==> config.mk <==
export PLATFORM = sky130hd
export DESIGN_NAME = adder_arb_ctrl
export DESIGN_NICKNAME = d
export VERILOG_FILES = /design/src/rtl/adder_arb_pkg.sv /design/src/rtl/adder_arb_ctrl_csa.sv /design/src/rtl/adder_arb_ctrl.sv
export SDC_FILE = /design/constraint.sdc
export NUM_CORES = 1
export LEC_CHECK = 0
export CORE_MARGIN = 2
export CORE_UTILIZATION = 47
export DETAILED_ROUTE_END_ITERATION = 12
export PLACE_DENSITY = 0.81
export REMOVE_ABC_BUFFERS = 1
export SLEW_MARGIN = 5
export SYNTH_ARGS = -nofsm -noshare
export SYNTH_HDL_FRONTEND = slang
export SYNTH_SLANG_ARGS = --single-unit
==> constraint.sdc <==
create_clock -name clk -period 8.7 [get_ports clk]
set_input_delay 2.61 -clock clk [delete_from_list [all_inputs] [get_ports clk]]
set_output_delay 2.61 -clock clk [all_outputs]
set_load 0.01 [all_outputs]
==> src/rtl/adder_arb_pkg.sv <==
// adder_arb_pkg: shared FSM state, requester-id width and datapath width
package adder_arb_pkg;
  localparam int DATA_W = 32;
  localparam int ID_W = 1;
  typedef enum logic [1:0] {IDLE, CALC, RESP} state_t;
endpackage

==> src/rtl/adder_arb_ctrl_csa.sv <==
// carryselectadder32_dataflow: 32-bit carry-select adder, low half ripple, high half precomputed for both carries
module carryselectadder32_dataflow (
  output logic [31:0] sum,
  output logic        carryout,
  input  logic [31:0] in1,
  input  logic [31:0] in2
);
  logic        w_c_lo;
  logic [16:0] w_hi0, w_hi1;
  assign {w_c_lo, sum[15:0]} = {1'b0, in1[15:0]} + {1'b0, in2[15:0]};
  assign w_hi0 = {1'b0, in1[31:16]} + {1'b0, in2[31:16]};
  assign w_hi1 = {1'b0, in1[31:16]} + {1'b0, in2[31:16]} + 17'd1;
  assign {carryout, sum[31:16]} = w_c_lo ? w_hi1 : w_hi0;
endmodule

==> src/rtl/adder_arb_ctrl.sv <==
// adder_arb_ctrl: round-robin arbiter of two requesters onto one shared adder with a held response
module adder_arb_ctrl #(
  parameter int CNT_W  = 16,
  parameter int DATA_W = adder_arb_pkg::DATA_W
) (
  input  logic              clk,
  input  logic              rst,
  input  logic              req0_valid,
  output logic              req0_ready,
  input  logic [DATA_W-1:0] req0_a,
  input  logic [DATA_W-1:0] req0_b,
  input  logic              req1_valid,
  output logic              req1_ready,
  input  logic [DATA_W-1:0] req1_a,
  input  logic [DATA_W-1:0] req1_b,
  output logic              rsp_valid,
  input  logic              rsp_ready,
  output logic              rsp_id,
  output logic [DATA_W-1:0] rsp_sum,
  output logic              rsp_cout,
  output logic              busy,
  output logic [CNT_W-1:0]  ops_done
);
  import adder_arb_pkg::*;
  state_t            r_state;
  logic [DATA_W-1:0] r_a, r_b, w_sum;
  logic              r_id, r_last, w_gnt, w_cout, w_idle;
  assign w_idle = (r_state == IDLE) && !rst;
  assign w_gnt = (req0_valid && req1_valid) ? !r_last : req1_valid;
  assign req0_ready = w_idle && req0_valid && !w_gnt;
  assign req1_ready = w_idle && req1_valid && w_gnt;
  assign busy = r_state != IDLE;
  carryselectadder32_dataflow u_add (
    .sum(w_sum),
    .carryout(w_cout),
    .in1(r_a),
    .in2(r_b)
  );
  always_ff @(posedge clk) begin
    if (rst) begin
      r_state   <= IDLE;
      r_last    <= 1'b1;
      r_id      <= 1'b0;
      r_a       <= '0;
      r_b       <= '0;
      rsp_valid <= 1'b0;
      rsp_id    <= 1'b0;
      rsp_sum   <= '0;
      rsp_cout  <= 1'b0;
      ops_done  <= '0;
    end else begin
      case (r_state)
        IDLE: if (req0_ready || req1_ready) begin
          r_a     <= w_gnt ? req1_a : req0_a;
          r_b     <= w_gnt ? req1_b : req0_b;
          r_id    <= w_gnt;
          r_last  <= w_gnt;
          r_state <= CALC;
        end
        CALC: begin
          rsp_sum   <= w_sum;
          rsp_cout  <= w_cout;
          rsp_id    <= r_id;
          rsp_valid <= 1'b1;
          r_state   <= RESP;
        end
        RESP: if (rsp_ready) begin
          rsp_valid <= 1'b0;
          ops_done  <= ops_done + CNT_W'(1);
          r_state   <= IDLE;
        end
        default: r_state <= IDLE;
      endcase
    end
  end
endmodule

# ---- Word-level counts from Yosys, hierarchy flattened
# Cells that the tools add are included.
dict set report op_classes {
  addsub 4
  n_eq_ne 4
  n_mux 9
  n_reduce_logical 17
}
# op n
set op_table {}
lappend op_table {{$mux 32} 2}
lappend op_table {{$add 16x16->17} 2}
lappend op_table {{$add 17x1->17 const B} 1}
lappend op_table {{$mux 17} 1}
lappend op_table {{$add 16x1->16 const B} 1}
lappend op_table {{$reduce_and 2->1} 4}
lappend op_table {{$logic_and 1x1->1} 6}
lappend op_table {{$pmux 2 s3} 1}
lappend op_table {{$mux 2} 2}
lappend op_table {{$reduce_bool 2->1} 2}
lappend op_table {{$logic_not 1->1} 3}
lappend op_table {{$eq 2x1->1 const B} 1}
lappend op_table {{$eq 2x2->1 const B} 1}
lappend op_table {{$logic_not 2->1} 1}
lappend op_table {{$mux 1} 2}
lappend op_table {{$ne 2x1->1 const B} 1}
lappend op_table {{$ne 2x2->1 const B} 1}
lappend op_table {{$pmux 1 s2} 1}
lappend op_table {{$logic_or 1x1->1} 1}
dict set report word_totals {
  register_bits 119
  input_bits 133
  output_inout_bits 54
  wordCells 44
}

# ---- Depth between registers and ports, before layout
# Gate-level depths: netlist of run 1.
dict set report depth {
  word_depth 7
  ltp_mapped 12
  ltp_nobuf 11
}

# ---- Cells and area by module
# Synthesis of run 1 repeated with hierarchy kept, for this count alone.
dict set report hier_totals {
  hier_cells 802
  area_unflattened_um2 6900.4
}
# module n_inst cells_each area_per_inst_um2 seq_area_each_um2
set modules_own_cells {}
lappend modules_own_cells {adder_arb_ctrl 1 547 4966.0 2382.3}
lappend modules_own_cells {carryselectadder32_dataflow 1 255 1934.4 0.0}

# ---- Worst setup path after synthesis of run 1
# OpenSTA, ideal clock, no wires.
dict set report synth_path {
  kind {input to output}
  start {in req1_valid}
  end {out req1_ready}
  arrival_ns 3.745
  t_required_ns 6.090
  slack_ns 2.345
  cell_stages 4
  n_path_buf 2
  path_cell_list {a21boi_1 buf_2 buf_1 and2_1}
}
dict set report synth_between {
  elab_chain_cells 3
  word_cells_on_any_way 4
  cone_classes {1 x mux; 3 x reduce/logical}
}
# item line
set synth_lines {}
lappend synth_lines {{start: declaration} adder_arb_ctrl.sv:12} ;# input logic req1_valid,
lappend synth_lines {{$logic_and 1x1->1} adder_arb_ctrl.sv:29} ;# assign w_gnt = (req0_valid && req1_valid) ? !r_last : req1_valid;
lappend synth_lines {{$mux 1} adder_arb_ctrl.sv:29}
lappend synth_lines {{$logic_and 1x1->1 (*)} adder_arb_ctrl.sv:31} ;# assign req1_ready = w_idle && req1_valid && w_gnt;
lappend synth_lines {{end: declaration} adder_arb_ctrl.sv:13} ;# output logic req1_ready,
# Mark *: on every way between the ends. The rest lies on a longest branch, timed or not.

# ---- Final worst setup path of run 1
dict set report layout_path {
  start {in req1_valid}
  end {out req0_ready}
}
dict set report layout_between {
  elab_chain_cells 4
}
# item line
set layout_lines {}
lappend layout_lines {{$logic_and 1x1->1} adder_arb_ctrl.sv:29}
lappend layout_lines {{$mux 1 (*)} adder_arb_ctrl.sv:29}
lappend layout_lines {{$logic_not 1->1 (*)} adder_arb_ctrl.sv:30} ;# assign req0_ready = w_idle && req0_valid && !w_gnt;
lappend layout_lines {{$logic_and 1x1->1 (*)} adder_arb_ctrl.sv:30}
lappend layout_lines {{end: declaration} adder_arb_ctrl.sv:9} ;# output logic req0_ready,
# Marks and branches as above.

==> qor.yml, run 1 <==
synthesis:
  avgSynthCellArea_um2: 8.63
  synthCells: 793
  synth_top_cell_by_area: "dfxtp_1"
  postSynth.asyncResetShare_pct: 0
  post_synth_instance_area_um2: 6840
  yosysSeqAreaShare_pct: 34.8
  synth_cell_types: 67
  netlist_top_cells_area: "dfxtp_1 (35%), mux2i_1 (9.7%), a211oi_1 (8.9%), nor2_1 (6.5%), ha_1 (6.2%)"
  synth_edf_count: 0
  synth-main-ff-cell: "dfxtp_1"
  ys_ff_latch: 119
  synth_top_area_share_pct: 34.8
  yosys_warnings: 0
sta:
  hold_viol: 0
  fin_crit_ns: 6.99
  setup_viol: 0
  max_slew.worst_pin.slew_ns: 1.22
  clock_skew_ns: 0.00695
  timing.final.ws_setup_ns: 1.71
  max_freq_mhz: 143
  rsz0062_at_grt: "no"
  final.setup.tns_ns: 0
  max_slew_margin_pct: 18.6
  fin_crit_sh_pct: 80.3
  maxSlewViolCount: 0
global_routing:
  grt_max_degree: 130
  grt_pass1_wl_um: 27200
  grt-ovfl-total: 0
  grt_pass1_vias: 5821
  grt_use_total_pct: 21.0
  antenna_found_initial: 0
die:
  placement_rows: 44
  initial_utilization_pct: 47.6
  die-height_um: 125
  die_w_um: 125
  ios: 187
  core_area_um2: 14400
  dieArea_um2: 15500
critical_path:
  cp_slowest_cell: "clkdlybuf4s50_1"
  path_class: "input port to output pin"
  cp.required_ns: 6.09
  crit_family: "buffers and inverters"
  critPathMaxFanout: 33
  endpoint_kind: "output pin"
  slowest_delay_ns: 0.52
  crit_chain: "clkdlybuf4s50_1, a21boi_4, buf_4, nor2_1, clkdlybuf4s50_1"
  critical_path_arrival_ns: 4.38
  worst_path_most_repeated_cell: "clkdlybuf4s50_1"
  path_buf_inv: 3
  start_kind: "input port"
power:
  seqPwrFrac_pct: 37.5
  pwr-share-comb_pct: 25.4
  leakage_nw: 3.61
  power_density_nw_per_um2: 177
  p_sw_share_pct: 28.1
  power_mw: 1.65
  ir_drop_uv: 136
  power_frac_clock_pct: 37.1
  p_sw_uw: 464
  internal_power_mw: 1.19
detailed_routing:
  drc: 0
  wirelength_um: 16100
  drt_first_pass_iters: 4
  ant_nets: 0
  drtIter0Drc: 320
  num_vias: 6195
  via_per_inst: 5.39
  avgRoutedWirePerCell_um: 14.0
layout:
  layout-drive-gt1-share_pct: 5.80
  most-common-layout-cells: "clkdlybuf4s50_1 (185), nor2_1 (119), dfxtp_1 (119)"
  area_growth_pct: 36.3
  nets: 1124
  nFillCells: 1231
  antenna_cells: 0
  fin_cells: 1150
  final_common_cell: "clkdlybuf4s50_1"
  utilization_pct: 64.9
place:
  detailedPlace.worstSlack_ns: 1.69
  gp_congestion: 0.844
  place_inst: 1120
  port_buffers: 186
  dp_hpwl_um: 11500
clock_tree:
  postCtsHoldBufs: 0
  cts_tree: "done"
  cts.sinks: 119
  numCtsBuffers: 17
  ctsLongestPathBuffers: 2
  cts_setup_buffers: 0
  clk_latency_ns: 0.41
  root_buffer: "clkbuf_16"
  cts_resized: 0
  path_clk_slew_ns: 0.05
  h-tree-depth: 4
worst_hold_path:
  hold_class: "register to register"
outcome:
  status: "complete, no violations"
run:
  max-cap-violations: 0
==> cells by family after synthesis <==
| family | Yosys count | synth area share, % |
|---|---|---|
| AND/OR/NAND/NOR | 269 | 19.0 |
| buffers and inverters | 59 | 3.35 |
| flip-flops | 119 | 34.8 |
| multiplexers | 66 | 9.66 |
| adder cells (fa/ha/maj) | 36 | 6.80 |
| XOR/XNOR | 36 | 4.83 |
| AO/OA/AOI/OAI | 208 | 21.6 |
==> layout make-up <==
class	instances	area [um2]	area share (%)
multi-input combinational	615	4260	45.6
sequential	119	2380	25.5
timing repair buffer	191	1900	20.3
clock buffer	26	499	5.35
tap	184	230	2.47
inverter	11	41.3	0.443
clock inverter	4	20.0	0.215
==> worst reg2reg max path, stage by stage (launching register included) <==
cell and delay [ns]:
dfxtp_1 0.31, ha_1 0.24, fa_1 0.42, a21oi_2 0.23, o21ai_1 0.12, a211oi_2 0.44
xor2_1 0.22, nor3_4 0.33, nand4_4 0.15, o311a_1 0.37, a2111oi_2 0.28
==> flip-flops by register name (all words and copies together), names as in the netlist, 2 cells and up <==
name      cells
r_a          32
r_b          32
rsp_sum      32
ops_done     16
r_state       2
==> routing by layer <==
layer / part of all wire [%] / vias up / global-route usage, %
li1: - / 3219 / -
met1: 44 / 2838 / 24.9
met2: 50 / 130 / 36.7
met3: 5.7 / 8 / 6.92
met4: 0.77 / 0 / 5.22
met5: 0 / - / 0
==> cells in the mapped netlist (4+ instances only) <==
cell type    n
a211o_1      4
a211oi_1    81
a21o_1      10
a21oi_1     41
a21oi_2      4
and3_1       7
buf_1        9
clkbuf_1    35
dfxtp_1    119
ha_1        34
inv_1       10
mux2i_1     66
nand2_1     50
nand2b_1     8
nand3_1     21
nand3b_1     7
nand4_1      6
nor2_1     119
nor3_1      15
o21a_1      13
o21ai_0     20
o21ai_1      4
or3_1        9
xnor2_1     14
xor2_1      20
==> metrics by stage <==
stage               hold WS, ns  cell area (um2)
floorplan                 0.425             6650
global placement          0.439             8810
detailed placement        0.445             8810
CTS                       0.451             9330
global route              0.478             9330
finish                    0.448             9330
==> power by group through the flow <==
| stage | clock (mW) | combinational (mW) | sequential (mW) |
|---|---|---|---|
| after floorplan | 0 | 0.270 | 0.630 |
| after global placement | 0 | 0.411 | 0.627 |
| after detailed placement | 0 | 0.418 | 0.629 |
| after CTS | 0.626 | 0.421 | 0.618 |
| after global routing | 0.651 | 0.466 | 0.624 |
| final | 0.613 | 0.418 | 0.618 |
==> final timing paths <==
| check | slack (ns) | endpoint | depth (start not counted) | start |
|---|---|---|---|---|
| setup / recovery | 1.71 | req0_ready | 5 | req1_valid |
| hold / removal | 0.45 | rsp_sum[23]$_SDFFE_PP0P_ | 2 | rsp_sum[23]$_SDFFE_PP0P_ |
| setup reg to reg | 5.49 | rsp_sum[31]$_SDFFE_PP0P_ | 10 | r_a[16]$_SDFFE_PP0P_ |
| hold reg to reg | 0.45 | rsp_sum[23]$_SDFFE_PP0P_ | 2 | rsp_sum[23]$_SDFFE_PP0P_ |
Note: power is estimated with default switching activity, not from simulation.
==> run 2: changes to the inputs <==
Settings changed: CORE_UTILIZATION 47 to 44, PLACE_DENSITY 0.81 to 0.8.
Clock period 8.7 ns to 5.7 ns, I/O delays scaled along.
==> run 2 against run 1 <==
  * Global-route usage shrank 1.2 points
  * Largest cell class unchanged
  * Critical endpoint is now req1_ready
  * Clock-buffer cell count decreased by 4
  * Sequential cell count did not move
==> qor.yml, run 2 (same netlist as run 1, synthesis figures left out) <==
detailed_routing:
  drt_first_pass_iters: 5  # +1
  drc: 0  # unchanged
  avgRoutedWirePerCell_um: 14.1  # +0.66%
  via_per_inst: 5.36  # -0.48%
  wirelength_um: 16300  # +1.3%
  drtIter0Drc: 321  # +0.31%
  ant_nets: 0  # unchanged
  num_vias: 6203  # +0.13%
clock_tree:
  numCtsBuffers: 17  # unchanged
  h-tree-depth: 4  # unchanged
  cts_resized: 0  # unchanged
  cts.sinks: 119  # unchanged
  clk_latency_ns: 0.43  # +0.02 ns
  cts_setup_buffers: 0  # unchanged
  cts_tree: "done"
  root_buffer: "clkbuf_16"
  postCtsHoldBufs: 0  # unchanged
  path_clk_slew_ns: 0.05  # about the same
  ctsLongestPathBuffers: 2  # unchanged
die:
  core_area_um2: 15200  # +5.8%
  placement_rows: 45  # +2.3%
  initial_utilization_pct: 45.0  # -2.6 points
  die_w_um: 129  # +3.2%
  ios: 187  # unchanged
  dieArea_um2: 16600  # +6.6%
  die-height_um: 129  # +3.2%
critical_path:
  cp.depth: 4  # -1
  cp_slowest_cell: "clkdlybuf4s50_1"
  path_class: "input port to output pin"
  reg2regPathDepth: 10  # unchanged
  critical_path_arrival_ns: 3.12  # -1.26 ns
  slowest_delay_ns: 0.52  # about the same
  r2r-end: "rsp_sum[31]$_SDFFE_PP0P_"
  crit_path_start: "req1_valid"
  path_buf_inv: 2  # -1
  cp.required_ns: 3.99  # -2.10 ns
  endpoint_kind: "output pin"
  endpoint: "req1_ready"
  start_kind: "input port"
  worst_path_most_repeated_cell: "clkdlybuf4s50_1"
  worstReg2RegStart: "r_a[16]$_SDFFE_PP0P_"
  crit_family: "buffers and inverters"
  crit_chain: "clkdlybuf4s50_1, a21boi_4, and2_1, clkdlybuf4s50_1"
  regToRegSetupSlack_ns: 2.45  # -3.04 ns
  critPathMaxFanout: 4  # -88%
sta:
  hold_viol: 0  # unchanged
  setup_viol: 0  # unchanged
  fin_crit_sh_pct: 84.7
  max_freq_mhz: 207
  fin_crit_ns: 4.83
  final.setup.tns_ns: 0  # unchanged
  max_slew_margin_pct: 34.0  # +15 points
  max_slew.worst_pin.slew_ns: 0.988  # -0.233 ns
  worst_hold_slack_ns: 0.450  # +0.00128 ns
  rsz0062_at_grt: "no"
  maxSlewViolCount: 0  # unchanged
  clock_skew_ns: 0.0163  # +0.00935 ns
run:
  max-cap-violations: 0  # unchanged
place:
  dp_hpwl_um: 11900  # +3.7%
  port_buffers: 186  # unchanged
  gp_congestion: 0.853  # +1.1%
layout:
  most-common-layout-cells: "clkdlybuf4s50_1 (185), nor2_1 (119), dfxtp_1 (119)"
  layout-drive-gt1-share_pct: 6.40  # +0.60 points
  utilization_pct: 62.1  # -2.8 points
  top_regs: "r_a: 32 flops, r_b: 32 flops, rsp_sum: 32 flops"
  nets: 1126  # +0.18%
  final_common_cell: "clkdlybuf4s50_1"
  antenna_cells: 0  # unchanged
  area_growth_pct: 38.1
power:
  ir_drop_uv: 200  # +46%
  power_density_nw_per_um2: 286  # +62%
  leakage_nw: 3.66  # +1.5%
global_routing:
  grt_use_total_pct: 19.9  # -1.2 points
  grt_max_degree: 75  # -42%
  grt_pass1_vias: 5756  # -1.1%
  antenna_found_initial: 0  # unchanged
  grt-ovfl-total: 0  # unchanged
  grt_pass1_wl_um: 26600  # -2.2%
worst_hold_path:
  hold_class: "register to register"
outcome:
  status: "complete, no violations"
[run 2: how the worst min path moves through the flow]
stage / startpoint / endpoint / cells past startpoint
after floorplan: r_id$_SDFFE_PP0P_ / rsp_id$_SDFFE_PP0P_ / 2
after detailed placement: rsp_sum[11]$_SDFFE_PP0P_ / rsp_sum[11]$_SDFFE_PP0P_ / 2
after global placement: rsp_sum[5]$_SDFFE_PP0P_ / rsp_sum[5]$_SDFFE_PP0P_ / 2
after CTS: rsp_sum[12]$_SDFFE_PP0P_ / rsp_sum[12]$_SDFFE_PP0P_ / 2
final: rsp_sum[12]$_SDFFE_PP0P_ / rsp_sum[12]$_SDFFE_PP0P_ / 2
after global routing: rsp_sum[10]$_SDFFE_PP0P_ / rsp_sum[10]$_SDFFE_PP0P_ / 2
[run 2: area by class of cell]
| type | instances | area, um2 |
|---|---|---|
| clock buffer | 22 | 474 |
| clock inverter | 9 | 148 |
| fill | 1315 | 5750 |
| inverter | 11 | 41.3 |
| multi-input combinational | 615 | 4260 |
| sequential | 119 | 2380 |
| tap | 188 | 235 |
| timing repair buffer | 193 | 1910 |
[run 2: routing by layer]
layer	vias up	share of wire, %	track usage, %
li1	3221	-	-
met1	2773	43	23.0
met2	179	49	34.6
met3	30	6.0	5.65
met4	0	2.4	7.99
met5	-	0	0
[run 2: stage by stage]
| step | cells | setup slack (ns) | instance area [um2] | power (mW) |
|---|---|---|---|---|
| 2_1_floorplan | 745 | -2.67 | 6650 | 1.37 |
| 3_3_place_gp | 1126 | 0.906 | 8830 | 1.58 |
| 3_5_place_dp | 1126 | 0.874 | 8830 | 1.60 |
| 4_1_cts | 1157 | 0.870 | 9450 | 2.72 |
| 5_1_grt | 1157 | 0.807 | 9450 | 2.84 |
| 6_report | 1157 | 0.871 | 9450 | 2.70 |
[run 2: worst reg2reg max path: stages (launching register included)]
cell and delay, ns:
dfxtp_1 0.31, ha_1 0.24, fa_1 0.44, a21oi_2 0.22, o21ai_1 0.12, a211oi_2 0.48
xor2_1 0.22, nor3_4 0.33, nand4_4 0.15, o311a_1 0.37, a2111oi_2 0.27
[run 2: report_power, final]
part | switching [mW] | internal, mW | leakage (nW)
clock | 0.361 | 0.759 | 0.306
sequential | 0.0392 | 0.903 | 0.976
combinational | 0.326 | 0.314 | 2.38
total | 0.726 | 1.98 | 3.66
==> run 3: changes to the inputs <==
Settings changed: CORE_UTILIZATION 44 to 47, PLACE_DENSITY 0.8 to 0.81.
Clock period 5.7 ns to 4.8 ns, I/O delays scaled along.
==> run 3 against run 2 <==
  * Final area increased by 0.61%
  * Sequential power increased by 19%
  * Sequential share of layout area decreased by 0.15 points
  * Clock-buffer cell count decreased by 2
  * Register-to-register slack got worse by 0.85 ns
  * Non-clock buffer count decreased by 1
  * Cell count decreased by 0.35%
  * Worst hold slack improved by 0.00095 ns
  * Via count increased by 0.79%
  * Clock skew decreased by 0.012 ns
  * Highest routed layer unchanged
==> qor.yml, run 3 (same netlist as run 1, synthesis figures left out) <==
outcome:
  status: "complete, no violations"
clock_tree:
  postCtsHoldBufs: 0  # unchanged
  cts.sinks: 119  # unchanged
  cts_resized: 0  # unchanged
  numCtsBuffers: 17  # unchanged
  cts_setup_buffers: 0  # unchanged
  ctsLongestPathBuffers: 2  # unchanged
  cts_tree: "done"
  clk_latency_ns: 0.42  # about the same
  h-tree-depth: 4  # unchanged
  root_buffer: "clkbuf_16"
  path_clk_slew_ns: 0.05  # about the same
detailed_routing:
  num_vias: 6252  # +0.79%
  drt_first_pass_iters: 4  # -1
  drtIter0Drc: 278  # -13%
  ant_nets: 0  # unchanged
  via_per_inst: 5.42  # +1.1%
  avgRoutedWirePerCell_um: 14.3  # +1.7%
  drc: 0  # unchanged
  wirelength_um: 16500  # +1.3%
sta:
  clock_skew_ns: 0.00474  # -0.0116 ns
  rsz0062_at_grt: "no"
  fin_crit_ns: 4.29
  timing.final.ws_setup_ns: 0.511  # -0.360 ns
  final.setup.tns_ns: 0  # unchanged
  maxSlewViolCount: 0  # unchanged
  worst_hold_slack_ns: 0.451  # +0.000948 ns
  max_slew.worst_pin.slew_ns: 1.00  # +0.0153 ns
  hold_viol: 0  # unchanged
  fin_crit_sh_pct: 89.4
  max_slew_margin_pct: 33.0  # -1.0 points
  setup_viol: 0  # unchanged
  max_freq_mhz: 233
layout:
  nets: 1125  # -0.089%
  top_regs: "r_a: 32 flops, r_b: 32 flops, rsp_sum: 32 flops"
  layout-drive-gt1-share_pct: 6.50  # +0.10 points
  nFillCells: 1174  # -11%
  area_growth_pct: 39.0
  final_common_cell: "clkdlybuf4s50_1"
  most-common-layout-cells: "clkdlybuf4s50_1 (185), nor2_1 (119), dfxtp_1 (119)"
  antenna_cells: 0  # unchanged
place:
  dp_hpwl_um: 11800  # -1.2%
  detailedPlace.worstSlack_ns: 0.511  # -0.362 ns
  gp_congestion: 0.868  # +1.7%
  port_buffers: 186  # unchanged
power:
  leakage_nw: 3.68  # +0.52%
  power_density_nw_per_um2: 352  # +23%
  power_mw: 3.34  # +24%
  seqPwrFrac_pct: 33.5  # -1.4 points
  p_sw_uw: 899  # +24%
  power_frac_clock_pct: 43.7  # +2.2 points
  p_sw_share_pct: 26.9  # about the same
  ir_drop_uv: 251  # +26%
  internal_power_mw: 2.45  # +24%
  pwr-share-comb_pct: 22.8  # -0.9 points
global_routing:
  grt_pass1_wl_um: 27900  # +5.0%
  grt_max_degree: 68  # -9.3%
  grt_use_total_pct: 21.7  # +1.9 points
  grt_pass1_vias: 5993  # +4.1%
  antenna_found_initial: 0  # unchanged
  grt-ovfl-total: 0  # unchanged
die:
  dieArea_um2: 15500  # -6.2%
  die-height_um: 125  # -3.1%
  die_w_um: 125  # -3.1%
  placement_rows: 44  # -2.2%
  initial_utilization_pct: 47.6  # +2.6 points
  ios: 187  # unchanged
  core_area_um2: 14400  # -5.5%
critical_path:
  path_class: "input port to output pin"
  endpoint_kind: "output pin"
  slowest_delay_ns: 0.53  # about the same
  cp_slowest_cell: "clkdlybuf4s50_1"
  cp.required_ns: 3.36  # -0.63 ns
  path_buf_inv: 2  # unchanged
  critical_path_arrival_ns: 2.85  # -0.27 ns
  crit_family: "buffers and inverters"
  crit_chain: "clkdlybuf4s50_1, a21boi_4, and2_1, clkdlybuf4s50_1"
  critPathMaxFanout: 4  # unchanged
  start_kind: "input port"
  worst_path_most_repeated_cell: "clkdlybuf4s50_1"
  crit_path_start: "req1_valid"
  worstReg2RegStart: "r_a[0]$_SDFFE_PP0P_"
run:
  max-cap-violations: 0  # unchanged
worst_hold_path:
  hold_start: "rsp_sum[11]$_SDFFE_PP0P_"
  hold_class: "register to register"
-- run 3: final cells by class --
| type | count | area (um2) | area share, % |
|---|---|---|---|
| Timing Repair Buffer | 192 | 1920 | 20.2 |
| Tap cell | 184 | 230 | 2.42 |
| Clock buffer | 20 | 457 | 4.80 |
| Clock inverter | 12 | 223 | 2.34 |
| Inverter | 11 | 41.3 | 0.434 |
| Sequential cell | 119 | 2380 | 25.1 |
| Multi-Input combinational cell | 615 | 4260 | 44.8 |
-- run 3: power by group through the flow --
stage | Combinational (mW) | Clock, mW | Sequential (mW)
6_report | 0.764 | 1.46 | 1.12
3_3_place_gp | 0.746 | 0 | 1.14
5_1_grt | 0.846 | 1.52 | 1.13
2_1_floorplan | 0.489 | 0 | 1.14
3_5_place_dp | 0.759 | 0 | 1.14
4_1_cts | 0.767 | 1.48 | 1.12
-- run 3: final timing paths --
kind / cells after the start / slack (ns) / to
hold / removal: 2 / 0.45 / rsp_sum[11]$_SDFFE_PP0P_
setup reg to reg: 11 / 1.60 / rsp_sum[31]$_SDFFE_PP0P_
setup / recovery: 4 / 0.51 / req1_ready
hold reg to reg: 2 / 0.45 / rsp_sum[11]$_SDFFE_PP0P_
-- run 3: layer usage --
| layer | wire length (um) | global-route usage, % | up-vias |
|---|---|---|---|
| li1 | - | - | 3233 |
| met1 | 7280 | 25.8 | 2827 |
| met2 | 7870 | 37.0 | 160 |
| met3 | 969 | 6.14 | 32 |
| met4 | 370 | 8.72 | 0 |
| met5 | 0 | 0 | - |
-- run 3: stage by stage --
step                instance area, um2  std cells  utilization, %
floorplan                         6650        745               -
global placement                  8830       1121            61.4
detailed placement                8830       1121            61.4
CTS                               9510       1153            66.2
global route                      9510       1153            66.2
finish                            9510       1153            66.2
-- run 3: worst reg2reg max path, cell delays in order, from the launching register on --
cell,delay (ns)
dfxtp_1,0.33
ha_1,0.20
inv_1,0.06
fa_1,0.37
nand2b_1,0.20
a21oi_2,0.26
o211ai_1,0.19
and2_1,0.24
a211oi_4,0.42
nand4_4,0.18
o311a_1,0.37
a2111oi_2,0.27
